<file path="src/rtl/ama_riscv_pkg.sv">
// Shared AMA-RISCV definitions used by the decoder and the immediate generator.
// Holds the immediate-format select encoding and its width.
package ama_riscv_pkg;

  localparam int unsigned IG_SEL_W = 4;

  localparam logic [IG_SEL_W-1:0] IG_I_TYPE = 4'd0;
  localparam logic [IG_SEL_W-1:0] IG_S_TYPE = 4'd1;
  localparam logic [IG_SEL_W-1:0] IG_B_TYPE = 4'd2;
  localparam logic [IG_SEL_W-1:0] IG_J_TYPE = 4'd3;
  localparam logic [IG_SEL_W-1:0] IG_U_TYPE = 4'd4;

endpackage

</file>
<file path="src/rtl/ama_riscv_imm_decode.sv">
// Combinational RISC-V immediate decode: instruction bits [31:7] plus format
// select in, 32-bit sign-extended immediate out. Unknown selects give zero.
module ama_riscv_imm_decode
  import ama_riscv_pkg::*;
(
  input  logic [IG_SEL_W-1:0] ig_sel,
  input  logic [31:7]         ig_in,
  output logic [31:0]         imm
);

  logic sign;

  assign sign = ig_in[31];

  // B and J immediates are halfword offsets, so bit 0 is always zero
  always_comb begin
    imm = 32'h0000_0000;
    case (ig_sel)
      IG_I_TYPE: imm = {{20{sign}}, ig_in[31:20]};
      IG_S_TYPE: imm = {{20{sign}}, ig_in[31:25], ig_in[11:7]};
      IG_B_TYPE: imm = {{19{sign}}, ig_in[31], ig_in[7], ig_in[30:25], ig_in[11:8], 1'b0};
      IG_J_TYPE: imm = {{11{sign}}, ig_in[31], ig_in[19:12], ig_in[20], ig_in[30:21], 1'b0};
      IG_U_TYPE: imm = {ig_in[31:12], 12'h000};
      default:   imm = 32'h0000_0000;
    endcase
  end

endmodule

</file>
<file path="src/rtl/ama_riscv_imm_gen.sv">
// Immediate generator with a stall hold register. Define IMM_GEN_OUT_REG_EN to
// register the output (1-cycle latency) instead of the live/held mux.
module ama_riscv_imm_gen
  import ama_riscv_pkg::*;
(
  input  logic                clk,
  input  logic                rst,
  input  logic                en,
  input  logic [IG_SEL_W-1:0] ig_sel,
  input  logic [31:7]         ig_in,
  output logic [31:0]         ig_out
);

  logic [31:0] imm;
  logic [31:0] hold;

  ama_riscv_imm_decode u_decode (
    .ig_sel (ig_sel),
    .ig_in  (ig_in),
    .imm    (imm)
  );

  // Reset takes priority over a simultaneous enable
  always_ff @(posedge clk) begin
    if (rst) begin
      hold <= 32'h0000_0000;
    end else if (en) begin
      hold <= imm;
    end
  end

`ifdef IMM_GEN_OUT_REG_EN
  assign ig_out = hold;
`else
  assign ig_out = en ? imm : hold;
`endif

endmodule

</file>
<file path="config.mk">
export PLATFORM = sky130hd
export DESIGN_NAME = ama_riscv_imm_gen
export DESIGN_NICKNAME = d
export VERILOG_FILES = /design/src/rtl/ama_riscv_pkg.sv /design/src/rtl/ama_riscv_imm_decode.sv /design/src/rtl/ama_riscv_imm_gen.sv
export SDC_FILE = /design/constraint.sdc
export NUM_CORES = 1
export LEC_CHECK = 0
export ABC_AREA = 0
export BUFFER_PORTS_ARGS = -buffer_cell sky130_fd_sc_hd__buf_4
export CORE_MARGIN = 3
export CORE_UTILIZATION = 48
export DETAILED_ROUTE_END_ITERATION = 10
export PLACE_DENSITY = 0.8
export SLEW_MARGIN = 20
export SYNTH_ARGS = -nofsm -noshare
export SYNTH_HDL_FRONTEND = slang
export SYNTH_SLANG_ARGS = --single-unit
</file>
<file path="constraint.sdc">
create_clock -name clk -period 1.3 [get_ports clk]
set_input_delay 0 -clock clk [delete_from_list [all_inputs] [get_ports clk]]
set_output_delay 0 -clock clk [all_outputs]
set_load 0.01 [all_outputs]
</file>
* After elaboration in Yosys (flattened, before gate mapping)
Cells that the tools add are included.
Word-level totals: output and inout port bits 32, register bits after elaboration 32, input bits 32, logic and storage cells 8
Cells by class: multiplexer cells 2, eq/ne operators 4, reductions and logical operators 1
Operator list (count):
- 32-bit case mux with 5 select lines | 1
- 32-bit 2-to-1 mux | 1
- 4-bit by 2-bit == test with 1-bit output (second input constant) | 2
- 4-bit by 1-bit == test with 1-bit output (second input constant) | 1
- 4-bit by 3-bit == test with 1-bit output (second input constant) | 1
- 4-bit logical NOT | 1

* Logic depth before layout (Yosys ltp)
Gate-level depths: netlist of run 1.
depth after elaboration 3, gate-level depth with buffers 5, gate-level depth less buffers 3

* Hierarchy
Synthesis of run 1 repeated with hierarchy kept, for this count alone.
Unflattened totals: cells, all modules 155, area total of the unflattened synthesis 1810.5 µm²
Modules (own cells, without submodules):
- ama_riscv_imm_gen | seq. area each 640.6 µm², cells an instance 103, area each 1370.1 µm², times used 1
- ama_riscv_imm_decode | seq. area each 0.0 µm², cells an instance 52, area each 440.4 µm², times used 1

* Worst setup path after synthesis of run 1
No wires, ideal clock.
kind in2reg, from input port ig_sel[2], to register hold[0], arrival 0.885 ns, library setup time 0.065 ns, required time 1.235 ns, stages on the path 3, path buffers 0, setup slack 0.350 ns, path through or3b_1 o32ai_2 nor2b_1
Between the ends: cells in the longest elaborated chain, start to end 3, elaborated cells on any way between the ends 7, those cells by class eq/ne: 4; mux: 2; reduce/logical: 1
Ends and longest elaborated chain:
- start, declared | line ama_riscv_imm_gen.sv:9 | input logic [IG_SEL_W-1:0] ig_sel,
- 4-bit by 3-bit == test with 1-bit output (tied with other cells) | line ama_riscv_imm_decode.sv:18 | case (ig_sel)
- 32-bit case mux with 5 select lines * | line ama_riscv_imm_decode.sv:18
- 32-bit 2-to-1 mux *
- via ig_out[0] | line ama_riscv_imm_gen.sv:11 | output logic [31:0] ig_out
- end signal, assigned | line ama_riscv_imm_gen.sv:28 | hold <= imm;
- end, declared | line ama_riscv_imm_gen.sv:15 | logic [31:0] hold;
The timed path passes the listed nets; every way through them passes the cells marked *. A chain may end at the register's enable or synchronous reset.

* Worst setup path after layout of run 1
from register hold[22], to output port ig_out[22]
Between the ends: cells in the longest elaborated chain, start to end 1
Ends and longest elaborated chain (line):
- 32-bit 2-to-1 mux
- end, declared | ama_riscv_imm_gen.sv:11
Every way passes these cells.

==> impl_metrics.tcl, run 1 <==
set metrics [dict create \
    critical_path_peak_fanout 2 \
    row_count 20 \
    timing.slew.headroom_pct 57.92 \
    worst-r2r-cell-count 3 \
    power_density_nw_per_um2 934.2 \
    initial_utilization_pct 51.84 \
    cts_buffers 5 \
    maxCapViolations 0 \
    biggest_regs "hold (32)" \
    switching_share_pct 25.12 \
    reg2reg_slack_ns 0.43 \
    setup.worst_path.end_class "output port" \
    worstSetupStartpointType "flop" \
    timing_worst_slew_pin_value_ns 0.6298 \
    route.final.wire_length_um 4780 \
    antenna-diode-count 0 \
    critPathMaxStageDelay_ns 0.31 \
    timing.critical_path.max_delay_family "flip-flops" \
    period_share_pct 94.94 \
    crit_path_cell_trace "nor2b_1 -> a211oi_1 -> nor2_1 -> buf_4" \
    final.min_clock_period_ns 1.234 \
    path_clk_slew_ns 0.10 \
    worstReg2RegStart "hold[22]" \
    drt_iter0_drc 102 \
    switching_power_mw 0.5835 \
    finalSetupViolations 0 \
    hold-path-cell-count 3 \
    worst_hold_startpoint "ig_in[20]" \
    gpl.final_weighted_congestion 0.8035 \
    drt-vias-per-instance 5.512 \
    dieArea_sq_um 4111 \
    synth-seq-area-share_pct 39.51 \
    first_pass_iters 4 \
    layout.filler_cells 215 \
    cp_data_arrival_time_ns 1.23 \
    cts_tree "yes" \
    floorplan_core_area_sq_um 3128 \
    placement.io_buffers 63 \
    post_synth_num_cell_types 32 \
    final_standard_cell_count_with_taps_included_and_fillers_excluded 332 \
    seqPwrFrac_pct 43.4 \
    groute.usage.overall_pct 22.99 \
    synth-seq-cells 32 \
    vias 1830 \
    whs_endpoint "hold[20]" \
    worstSetupPathType "reg2out" \
    whs_ns 0.01354 \
    grt_max_degree 34 \
    max_flop_register "hold" \
    routed_wire_length_per_instance_um 14.40 \
    drcViolationCount 0 \
    die-width_um 64.12 \
    final_antenna_net_count 0 \
    drive_above_1_share_pct 33.68 \
    final.setup_skew_ns 0 \
    cts_max_level 2 \
    numPlacedInstances 305 \
    synth.cell_area_sq_um 1622 \
    final_cell_area_sq_um 2486 \
    clock_tree.root_cell "clkbuf_4" \
    final_stage_net_count 319 \
    intPower_mw 1.739 \
    run_status "completed" \
    grt_first_pass_wirelength_um 7465 \
    placed_area_sq_um 2148 \
    via_count_of_the_first_global_routing_pass 1747 \
    detailed_place_hpwl_um 3166 \
    vdd_drop_max_mv 0.7811 \
    destination_of_the_worst_register_to_register_timing_path "hold[22]" \
    worst_ep_required_time_ns 1.30 \
    synth.net_count 236 \
    die_height_um 64.12 \
    hold_viol 0 \
    critical_path.n_buffers_inverters 1 \
    worst_skew_pair.late_latency_ns 0.34 \
    min-delay-path-class "in2reg" \
    top_level_port_count 64 \
    clock.fmax_mhz 810.2 \
    final_core_utilization_pct 79.48 \
    global_route.overflow_total 0 \
    clock_sinks 32 \
    cellLeakagePower_nw 1.078 \
    yosysWarningCount 0 \
    final-max-slew-violation-count 0 \
    clock_path_buffers 2 \
    total_power_mw 2.323 \
    largest_reg_flops 32 \
    syn2layout_area_growth_pct 53.32 \
    grt_antenna_before_repair 0 \
    syn_inst 204 \
    worst_path_max_delay_cell "dfxtp_1" \
    power.clock.fraction_pct 36.8 \
    syn-mean-instance-area_sq_um 7.949 \
    combPwrFrac_pct 19.8 \
]
## cells in the final DEF, fill, tap and decap left out, drive strengths merged, types with 11 or more instances in the layout
cell,Yosys,layout
a21oi,25,25
nor2,12,12
dlygate4sd3,0,19
nor3,11,11
buf,10,73
dfxtp,32,32
a211oi,11,11
nor2b,14,14
nand2,31,31
## power by group through the flow
stage / Clock (mW) / Combinational (mW) / Sequential (mW)
after floorplan: 0 / 0.204 / 1.03
after global placement: 0 / 0.390 / 1.03
after detailed placement: 0 / 0.393 / 1.03
after CTS: 0.868 / 0.441 / 1.01
after global routing: 0.922 / 0.496 / 1.01
final: 0.855 / 0.460 / 1.01
## layer usage
layer / part of all wire [%] / track usage, %
met1: 41 / 24.59
met2: 50 / 42.19
met3: 7.3 / 6.151
met4: 1.2 / 9.499
met5: 0 / 0
## worst max path at each step
| stage | to | from | slack [ns] | depth (start not counted) |
|---|---|---|---|---|
| after floorplan | hold[0] | ig_sel[2] | 0.35 | 3 |
| after global placement | ig_out[12] | ig_sel[0] | 0.22 | 5 |
| after detailed placement | hold[18] | ig_sel[0] | 0.19 | 4 |
| after CTS | ig_out[25] | hold[25] | 0.003 | 4 |
| after global routing | ig_out[21] | hold[21] | -0.02 | 4 |
| final | ig_out[22] | hold[22] | 0.07 | 4 |
## kinds of logic (layout without fill, tap and decap cells)
group           after synthesis  count (layout)  synth area share [%]
simple gates                 87              87                 27.47
compound gates               62              62                 24.85
mux                           3               3                 1.929
xor+xnor                      2               2                 1.080
buf+inv                      18             102                 5.169
flops                        32              32                 39.51
## Yosys cell counts, drive strengths merged
library cell  instances  area [sq um]
dfxtp                32         640.6
nand2                31         116.4
a21oi                25         125.1
nor2b                14         87.58
nor2                 12         45.04
a211oi               11         82.58
nor3                 11         55.05
buf                  10         53.79
a22oi                 8         60.06
nand4                 8         50.05
o211ai                8         60.06
clkbuf                6         22.52
a31oi                 4         25.02
nand3                 4         20.02
nor3b                 3         32.53
inv                   2         7.510
mux2i                 2         20.02
o21ai                 2         10.01
a21boi                1         7.510
a32o                  1         10.01
and3b                 1         8.760
mux2                  1         11.26
nand2b                1         6.260
nor4b                 1         15.01
o22ai                 1         6.260
o32ai                 1         16.27
or3b                  1         8.760
xnor2                 1         8.760
xor2                  1         8.760
## tightest hold or removal path: cells and delay by family
kind	cells	cell delay (ns)
and+or+nand+nor	1	0.15
buffers and inverters	1	0.10
AOI/OAI and AO/OA	1	0.06
## stage by stage
stage                TNS, ns  worst slack, ns
floorplan                  0           0.3496
global placement           0           0.2167
detailed placement         0           0.1921
CTS                        0         0.003154
global route        -0.02576         -0.01655
finish                     0          0.06572
## what timing repair did
action | CTS | global route
endpoints found under the hold margin | 19 | 0
resized for setup | 0 | 11
hold buffers | 19 | 0
setup endpoints to repair | 0 | 10
buffers inserted | 0 | 0
## cell type report
class | instances | area (sq um) | share of cell area [%]
Clock buffer | 7 | 65.06 | 2.617
Clock inverter | 1 | 30.03 | 1.208
Inverter | 2 | 7.507 | 0.3020
Multi-Input combinational cell | 154 | 949.7 | 38.20
Sequential cell | 32 | 640.6 | 25.77
Tap cell | 44 | 55.05 | 2.214
Timing Repair Buffer | 92 | 738.2 | 29.69
No activity file was read; power rests on OpenSTA's default activity.
==> run 2: changes to the inputs <==
--- a/config.mk
+++ b/config.mk
@@ -9,8 +9,10 @@
 export BUFFER_PORTS_ARGS = -buffer_cell sky130_fd_sc_hd__buf_4
 export CORE_MARGIN = 3
 export CORE_UTILIZATION = 48
+export CTS_CLUSTER_DIAMETER = 150
 export DETAILED_ROUTE_END_ITERATION = 10
 export PLACE_DENSITY = 0.8
+export SETUP_SLACK_MARGIN = 0.2
 export SLEW_MARGIN = 20
 export SYNTH_ARGS = -nofsm -noshare
 export SYNTH_HDL_FRONTEND = slang
==> impl_metrics.tcl, run 2 (synthesized netlist as in run 1, its figures left out) <==
set metrics [dict create \
    finalSetupViolations 0 \
    setup.worst_path.end_class "output port" \
    grt_max_degree 34 \
    route.final.wire_length_um 4869 \
    worst_ep_required_time_ns 1.30 \
    cellLeakagePower_nw 1.081 \
    cts_buffers 5 \
    groute.usage.overall_pct 24.13 \
    final.setup_skew_ns 0 \
    final_stage_net_count 319 \
    drcViolationCount 0 \
    max_flop_register "hold" \
    worst_skew_pair.late_latency_ns 0.33 \
    drt_iter0_drc 138 \
    routed_wire_length_per_instance_um 14.67 \
    die-width_um 64.12 \
    layout_commonest_cell "buf_4" \
    top_level_port_count 64 \
    critical_path_peak_fanout 2 \
    path_clk_slew_ns 0.10 \
    dieArea_sq_um 4111 \
    power_density_nw_per_um2 923.8 \
    critPathMaxStageDelay_ns 0.31 \
    timing.slew.headroom_pct 54.53 \
    biggest_regs "hold (32)" \
    clock_path_buffers 2 \
    syn2layout_area_growth_pct 55.79 \
    maxCapViolations 0 \
    global_route.overflow_total 0 \
    drive_above_1_share_pct 36.81 \
    clock_sinks 32 \
    setup_repair_bufs_after_cts 0 \
    final.min_clock_period_ns 1.217 \
    largest_reg_flops 32 \
    initial_utilization_pct 51.84 \
    placement.io_buffers 63 \
    final_standard_cell_count_with_taps_included_and_fillers_excluded 332 \
    worstSetupPathType "reg2out" \
    gpl.final_weighted_congestion 0.8035 \
    detailed_place_hpwl_um 3166 \
    floorplan_core_area_sq_um 3128 \
    final_antenna_net_count 0 \
    timing_worst_slew_pin_value_ns 0.6813 \
    run_status "completed" \
    first_pass_iters 4 \
    numPlacedInstances 305 \
    min-delay-path-class "in2reg" \
    period_share_pct 93.61 \
    die_height_um 64.12 \
    vdd_drop_max_mv 0.7752 \
    cp_data_arrival_time_ns 1.22 \
    worst-r2r-cell-count 3 \
    clock_tree.root_cell "clkbuf_4" \
    final-max-slew-violation-count 0 \
    rsz0062_at_grt "yes" \
    cts_max_level 2 \
    placement.setup.worst_slack_ns 0.1921 \
    grt_first_pass_wirelength_um 7852 \
    clock.fmax_mhz 821.7 \
    drt-vias-per-instance 5.509 \
    row_count 20 \
    grt_antenna_before_repair 0 \
    hold-path-cell-count 3 \
    vias 1829 \
    most-common-layout-cells "buf_4 (73), dfxtp_1 (32), nand2_1 (31)" \
    worstSetupStartpointType "flop" \
    worst_slack_ns 0.08308 \
    worst_path_max_delay_cell "dfxtp_1" \
    cts_tree "yes" \
    via_count_of_the_first_global_routing_pass 1813 \
    crit_path_cell_trace "nor2b_1 -> a211oi_2 -> nor2_1 -> buf_4" \
    antenna-diode-count 0 \
    hold_viol 0 \
]
## run 2: changes by cell type in the layout (fill, tap and decap cells not counted), moves of 2 or more
cell     before  now
a22oi_2       0    3
nor2b_1      13   10
nor2b_2       1    3
a22oi_1       8    5
## run 2: path summary, 6_finish.rpt
check / start / to / slack, ns
hold / removal: ig_in[25] / hold[25] / 0.008
hold reg to reg: hold[5] / hold[5] / 0.48
setup / recovery: hold[22] / ig_out[22] / 0.08
setup reg to reg: hold[22] / hold[22] / 0.44
## run 2: per-layer routing
metal	part of all wire (%)	global-route usage [%]
met4	1.6	10.82
met2	49	44.00
met3	7.2	6.678
met1	43	25.57
met5	0	0
## run 2: layout make-up
type                       count  area, sq um
fill                         208        601.8
inverter                       2        7.507
clock inverter                 1        30.03
sequential                    32        640.6
multi-input combinational    154        989.7
clock buffer                   7        65.06
timing repair buffer          92        738.2
tap                           44        55.05
## run 2: per-stage QoR
| stage | util, % | cell area [sq um] | power, mW | TNS [ns] | hold WS [ns] |
|---|---|---|---|---|---|
| after detailed placement | 68.68 | 2148 | 1.423 | 0 | 0.2943 |
| after CTS | 80.40 | 2515 | 2.337 | 0 | 0.004636 |
| after floorplan | - | 1622 | 1.233 | 0 | 0.07161 |
| after global routing | 80.76 | 2526 | 2.439 | -0.01643 | 0.005892 |
| after global placement | 68.68 | 2148 | 1.419 | 0 | 0.2888 |
| final | 80.76 | 2526 | 2.334 | 0 | 0.008191 |
## run 2: critical path, delay by kind of cell, from the launching register on
| kind | cells | cell delay [ns] |
|---|---|---|
| compound gates | 1 | 0.20 |
| buf+inv | 1 | 0.15 |
| flops | 1 | 0.31 |
| simple gates | 2 | 0.22 |
## run 2: what timing repair did
item / in CTS / in global routing
hold buffers: 19 / 0
pin swaps: 2 / 1
endpoints found under the hold margin: 19 / 0
endpoints found under the setup margin: 17 / 31
gates resized for setup: 17 / 4
cloned: 0 / 0
## run 2: power by group
part	total, mW	internal, mW	switching (mW)
clock	0.855	0.510	0.345
sequential	1.01	1.00	0.00560
combinational	0.471	0.231	0.240
total	2.33	1.74	0.590
